--- config.mk ---
export PLATFORM = sky130hd
export DESIGN_NAME = piso_serializer
export DESIGN_NICKNAME = d
export VERILOG_FILES = /design/src/rtl/piso_pkg.sv /design/src/rtl/piso_bit_counter.sv /design/src/rtl/piso_serializer.sv
export SDC_FILE = /design/constraint.sdc
export NUM_CORES = 1
export LEC_CHECK = 0
export CAP_MARGIN = 20
export CORE_AREA = 2 2 43 53
export DETAILED_ROUTE_END_ITERATION = 12
export DIE_AREA = 0 0 45 55
export PLACE_DENSITY = 0.68
export SYNTH_ARGS = -nofsm -noshare
export SYNTH_HDL_FRONTEND = slang
export SYNTH_SLANG_ARGS = --single-unit
--- constraint.sdc ---
create_clock -name Clk_In -period 1.71 [get_ports Clk_In]
set_clock_uncertainty 0.2 [all_clocks]
set_input_delay 0.171 -clock Clk_In [delete_from_list [all_inputs] [get_ports Clk_In]]
set_output_delay 0.171 -clock Clk_In [all_outputs]
set_load 0.01 [all_outputs]
--- src/rtl/piso_pkg.sv ---
// Shared types and helpers for the PISO serializer.
// Optional feature macro: PISO_PARITY_EN (appends an even-parity bit).
package piso_pkg;

  typedef enum logic [1:0] {
    IDLE   = 2'd0,
    SHIFT  = 2'd1
`ifdef PISO_PARITY_EN
    ,
    PARITY = 2'd2
`endif
  } piso_state_e;

`ifdef PISO_PARITY_EN
  localparam int PARITY_BITS = 1;
`else
  localparam int PARITY_BITS = 0;
`endif

  // Counter width wide enough for DATA_WIDTH plus a parity bit.
  function automatic int bits_left_w(input int dw);
    return $clog2(dw + 2);
  endfunction

endpackage

--- src/rtl/piso_bit_counter.sv ---
// Loadable down-counter with terminal-count flag.
// Optional feature macro: none (width set by parent).
module piso_bit_counter #(
  parameter int W = 4
) (
  input  logic         Clk_In,
  input  logic         Reset_n_In,
  input  logic         Load_In,
  input  logic [W-1:0] Load_Val_In,
  input  logic         Clr_In,
  input  logic         Dec_In,
  output logic [W-1:0] Count_Out,
  output logic         Last_Out
);

  // Load wins over clear, clear wins over decrement.
  always_ff @(negedge Clk_In or negedge Reset_n_In) begin
    if (!Reset_n_In) begin
      Count_Out <= '0;
    end else if (Load_In) begin
      Count_Out <= Load_Val_In;
    end else if (Clr_In) begin
      Count_Out <= '0;
    end else if (Dec_In) begin
      Count_Out <= Count_Out - 1'b1;
    end
  end

  // Current bit is the final bit of the frame.
  assign Last_Out = (Count_Out == W'(1));

endmodule

--- src/rtl/piso_serializer.sv ---
// Parallel-in/serial-out serializer, valid/ready load, falling-edge state.
// Optional feature macro: PISO_PARITY_EN (even-parity bit after data).
module piso_serializer
  import piso_pkg::*;
#(
  parameter int   DATA_WIDTH = 8,
  parameter bit   MSB_FIRST  = 1'b0,
  parameter logic IDLE_LEVEL = 1'b1
) (
  input  logic                  Clk_In,
  input  logic                  Reset_n_In,
  input  logic [DATA_WIDTH-1:0] Parallel_Data_In,
  input  logic                  Load_Valid_In,
  output logic                  Load_Ready_Out,
  input  logic                  Shift_En_In,
  output logic                  Serial_Data_Out,
  output logic                  Serial_Valid_Out,
  output logic [bits_left_w(DATA_WIDTH)-1:0] Bits_Left_Out,
  output logic                  Frame_Done_Out
);

  localparam int BW = bits_left_w(DATA_WIDTH);
  localparam int FRAME = DATA_WIDTH + PARITY_BITS;
  localparam logic [BW-1:0] FRAME_LEN = BW'(FRAME);

  typedef logic [DATA_WIDTH-1:0] word_t;

  // Move one position toward the output end, back-filling idle level.
  function automatic word_t shift1(input word_t v);
    if (MSB_FIRST) begin
      return {v[DATA_WIDTH-2:0], IDLE_LEVEL};
    end
    return {IDLE_LEVEL, v[DATA_WIDTH-1:1]};
  endfunction

  // Bit sitting at the output end of a word.
  function automatic logic head(input word_t v);
    return MSB_FIRST ? v[DATA_WIDTH-1] : v[0];
  endfunction

  piso_state_e state_q, state_d;
  word_t       sreg_q, sreg_d;
  logic        ser_q, ser_d;
  logic        vld_q, vld_d;
  logic        done_q, done_d;
`ifdef PISO_PARITY_EN
  logic        par_q, par_d;
`endif

  logic          cnt_load;
  logic          cnt_clr;
  logic          cnt_dec;
  logic [BW-1:0] cnt;
  logic          cnt_last;

  logic busy;
  logic step;
  logic retire;
  logic accept;

  piso_bit_counter #(
    .W (BW)
  ) u_cnt (
    .Clk_In      (Clk_In),
    .Reset_n_In  (Reset_n_In),
    .Load_In     (cnt_load),
    .Load_Val_In (FRAME_LEN),
    .Clr_In      (cnt_clr),
    .Dec_In      (cnt_dec),
    .Count_Out   (cnt),
    .Last_Out    (cnt_last)
  );

  assign busy   = (state_q != IDLE);
  assign step   = busy & Shift_En_In;
  assign retire = step & cnt_last;

  // Ready when idle, or when the final bit retires on this edge.
  assign Load_Ready_Out = !busy | (cnt_last & Shift_En_In);
  assign accept = Load_Valid_In & Load_Ready_Out;

  // Next-state and datapath decode.
  always_comb begin
    state_d  = state_q;
    sreg_d   = sreg_q;
    ser_d    = ser_q;
    vld_d    = vld_q;
    done_d   = 1'b0;
    cnt_load = 1'b0;
    cnt_clr  = 1'b0;
    cnt_dec  = 1'b0;
`ifdef PISO_PARITY_EN
    par_d    = par_q;
`endif
    if (accept) begin
      state_d  = SHIFT;
      sreg_d   = shift1(Parallel_Data_In);
      ser_d    = head(Parallel_Data_In);
      vld_d    = 1'b1;
      cnt_load = 1'b1;
      done_d   = retire;
`ifdef PISO_PARITY_EN
      par_d    = ^Parallel_Data_In;
`endif
    end else if (retire) begin
      state_d = IDLE;
      sreg_d  = {DATA_WIDTH{IDLE_LEVEL}};
      ser_d   = IDLE_LEVEL;
      vld_d   = 1'b0;
      cnt_clr = 1'b1;
      done_d  = 1'b1;
    end else if (step) begin
      cnt_dec = 1'b1;
`ifdef PISO_PARITY_EN
      if (state_q == SHIFT && cnt == BW'(2)) begin
        state_d = PARITY;
        ser_d   = par_q;
      end else begin
        ser_d  = head(sreg_q);
        sreg_d = shift1(sreg_q);
      end
`else
      ser_d  = head(sreg_q);
      sreg_d = shift1(sreg_q);
`endif
    end
  end

  // State and output registers; reset abandons any frame silently.
  always_ff @(negedge Clk_In or negedge Reset_n_In) begin
    if (!Reset_n_In) begin
      state_q <= IDLE;
      sreg_q  <= {DATA_WIDTH{IDLE_LEVEL}};
      ser_q   <= IDLE_LEVEL;
      vld_q   <= 1'b0;
      done_q  <= 1'b0;
`ifdef PISO_PARITY_EN
      par_q   <= 1'b0;
`endif
    end else begin
      state_q <= state_d;
      sreg_q  <= sreg_d;
      ser_q   <= ser_d;
      vld_q   <= vld_d;
      done_q  <= done_d;
`ifdef PISO_PARITY_EN
      par_q   <= par_d;
`endif
    end
  end

  assign Serial_Data_Out  = ser_q;
  assign Serial_Valid_Out = vld_q;
  assign Bits_Left_Out    = cnt;
  assign Frame_Done_Out   = done_q;

endmodule

After elaboration in Yosys (flattened, before gate mapping)
Cells that the tools add are included.
{"block": "totals", "reg_bits": 17, "input_bits": 12, "out_inout_bits": 8, "word_cells": 38}
{"block": "classes", "n_addsub": 1, "n_eq_ne": 1, "mux": 20, "bitwise": 5, "n_reduce_logical": 5}
{"cell": "two-way mux 8 bit", "count": 3}
{"cell": "two-way mux 1 bit", "count": 12}
{"cell": "two-way mux 4 bit", "count": 3}
{"cell": "nonzero test 3 bit", "count": 2}
{"cell": "AND 1 bit", "count": 4}
{"cell": "equality test 4 x 1 -> 1 bit, second input constant", "count": 1}
{"cell": "two-way mux 2 bit", "count": 2}
{"cell": "nonzero test 2 bit", "count": 2}
{"cell": "subtractor 4 x 1 -> 4 bit, second input constant", "count": 1}
{"cell": "logical NOT 1 bit", "count": 1}
{"cell": "OR 1 bit", "count": 1}

Depth between registers and ports, before layout
{"block": "logic_depth", "depth_word": 8, "depth_mapped": 5, "mapped_depth_nobuf": 5}

Modules after synthesis
Synthesis repeated with hierarchy kept, for this count alone.
{"block": "hier_totals", "cells_unflattened": 76, "hier_area_um2": 840.8}
{"mod": "piso_serializer", "instances": 1, "cells_each": 56, "area_per_inst_um2": 596.8}
{"mod": "piso_bit_counter", "instances": 1, "cells_each": 20, "area_per_inst_um2": 244.0}

==> results.yml <==
status:
  status: "finished with violations"
  violations: "negative setup slack"
global_routing:
  overflow: 0
  grt_pass1_wl_um: 3190
  grt_max_degree: 9
  antenna_found_initial: 0
  grt_pass1_vias: 763
  grt_usage_pct: 18.7
timing:
  tightestPinTransition_ns: 0.318
  timing.setup.tns_ns: -5.96
  hold_violations: 0
  report.final.slew_viol_count: 0
  layout_setup_ws_ns: -0.913
  max-slew-margin-rel_pct: 78.7
  setup_viol: 20
  rsz0062_at_grt: "yes"
  holdWs_ns: 0.263
min_path:
  worst_hold_startpoint: "sreg_q[6]"
  holdPathStages: 2
  hold_path_class: "flop to flop"
final_layout:
  final_nets: 144
  fillers: 138
  final_cells: 149
  fin_area_mm2: 0.00140
  syn2layout_area_growth_pct: 87.2
  drive_above_1_share_pct: 61.2
  multiInputGateArea_um2: 468
  n_antenna_cell: 0
  regArea_um2: 360
floorplan:
  io-pin-count: 20
  die-width_um: 45
  rows: 18
  die_h_um: 55
  start_util_pct: 37.6
  dieArea_mm2: 0.00248
  coreArea_mm2: 0.00198
detailed_routing:
  detailroute.via_count: 749
  avgViaCountPerCell: 5.03
  drtIter0Drc: 9
  dr.pass1.iters: 4
  wire_per_inst_um: 14.2
  drc: 0
  drt-total-wl_um: 2110
  ant_nets: 0
synthesis:
  ys_seq_area_share_pct: 48.3
  ys.flop_type: "dfstp_2"
  syn_area_um2: 746
  synth_area_leaders: "dfstp_2, dfrtn_1, o221a_2"
  synth_cell_type_count: 25
  async_reset_ff_share_pct: 100
  synth-seq-cells: 14
  yosysTopAreaCell: "dfstp_2"
  synth_edf_count: 0
  syn_inst: 66
  syn_area_per_cell_um2: 11.3
  synth_top_cell_area_share_pct: 28.2
  yosys_warnings: 0
  synth_nets: 80
  synth_common_cells: "dfstp_2, inv_1, o221a_2"
place:
  dpl_worst_slack_ns: -1.00
  placed_area_mm2: 0.00112
  post-place-cells: 126
  hpwl_um: 1340
  gp_congestion: 0.780
  io_buffers: 19
worst_setup_path:
  timing.rr.start: "u_cnt.Count_Out[0]"
  worst-setup-path-type: "flop to output pin"
  arrival_ns: 2.25
  cp-start-kind: "flop"
  crit_start: "u_cnt.Count_Out[1]"
  r2r_cells: 7
  worst_setup_path_end_kind: "output pin"
  cp.required_ns: 1.34
  crit_fanout: 2
clocking:
  cts_sinks: 14
  clkLatencyLatePin_ns: 0.36
  root_buffer: "clkbuf_4"
  numCtsBuffers: 3
  clkTransAtPathRegs_ns: 0.06
  clk_path_buf_depth: 2
  h-tree-depth: 1
  cts_tree: "yes"
flow_run:
  max-cap-violations: 0
pwr:
  ir_worst_vdd_mv: 1.05
  leakagePower_nw: 0.654
  power.density_mw_per_mm2: 1530
## state kept, by name, indices dropped and copies added, names as in the netlist
name	flops
Serial_Data_Out	1
u_cnt.Count_Out	4
sreg_q	7
Frame_Done_Out	1
Serial_Valid_Out	1
## cells by family (layout without fill, tap and decap cells)
| family | Yosys count | after routing | share of synthesized area [%] |
|---|---|---|---|
| AND/OR/NAND/NOR | 26 | 26 | 22.0 |
| multiplexers | 1 | 2 | 3.02 |
| adder cells (fa/ha/maj) | 2 | 2 | 3.36 |
| buffers and inverters | 9 | 71 | 5.54 |
| flip-flops | 14 | 14 | 48.3 |
| AO/OA/AOI/OAI | 14 | 14 | 17.8 |
## final timing paths
| kind | to | slack (ns) |
|---|---|---|
| min in group asynchronous | u_cnt.Count_Out[1] | 0.86 |
| worst min-delay path | sreg_q[6] | 0.26 |
| worst min register to register | sreg_q[6] | 0.26 |
| worst max register to register | u_cnt.Count_Out[2] | -0.24 |
| worst max-delay path | Load_Ready_Out | -0.91 |
| max in group asynchronous | sreg_q[5] | 0.31 |
## placed cells by master, fill, tap and decap left out, types with 2 or more instances in the layout
master,count
a2111oi_2,2
mux2i_4,2
buf_4,24
buf_2,3
dfrtn_1,6
clkdlybuf4s50_1,9
clkbuf_4,3
buf_6,15
o221a_2,5
or2b_1,6
nand2_1,4
nor2_1,2
nand3_1,2
nor2_4,2
o221a_4,2
inv_1,14
dfstp_2,8
## through the flow
step	total power (W)	util, %
after floorplan	0.00104	-
after global placement	0.00145	56.8
after detailed placement	0.00147	56.8
after CTS	0.00196	66.9
after global routing	0.00228	70.5
final	0.00213	70.5
## worst max-delay path, stage by stage (launching register included)
cell,delay [ns]
dfrtn_1,0.43
inv_2,0.06
ha_4,0.16
and4bb_1,0.20
nand2b_4,0.16
buf_6,0.12
## area by class of cell
class	instances	share of cell area [%]
Sequential cell	14	25.8
Clock buffer	3	1.61
Clock inverter	9	2.51
Timing Repair Buffer	52	32.9
Multi-Input combinational cell	44	33.5
Inverter	7	1.88
Tap cell	20	1.79
## layer usage
metal	wire [um]	vias to the layer above	share of wire (%)	global-route usage, %
met5	0	-	0	0
li1	-	367	-	-
met3	114	6	5.4	1.95
met1	876	351	41	19.8
met2	1060	25	50	34.0
met4	62	0	2.9	13.2
## power breakdown
| part | switching [W] | leakage, nW | total, W | internal [W] |
|---|---|---|---|---|
| Combinational | 0.000488 | 0.442 | 0.00125 | 0.000760 |
| Sequential | 0.0000887 | 0.156 | 0.000611 | 0.000522 |
| Clock | 0.000163 | 0.0565 | 0.000273 | 0.000110 |
| Total | 0.000739 | 0.654 | 0.00213 | 0.00139 |
## repair_timing
action | CTS | global route
resized for setup | 61 | 15
setup buffers | 8 | 7
hold buffers | 0 | 0
gates cloned | 1 | 0
pin swaps | 3 | 4
setup endpoints to repair | 22 | 22
hold endpoints to repair | 0 | 0
Power figures use the tool's default switching activity.
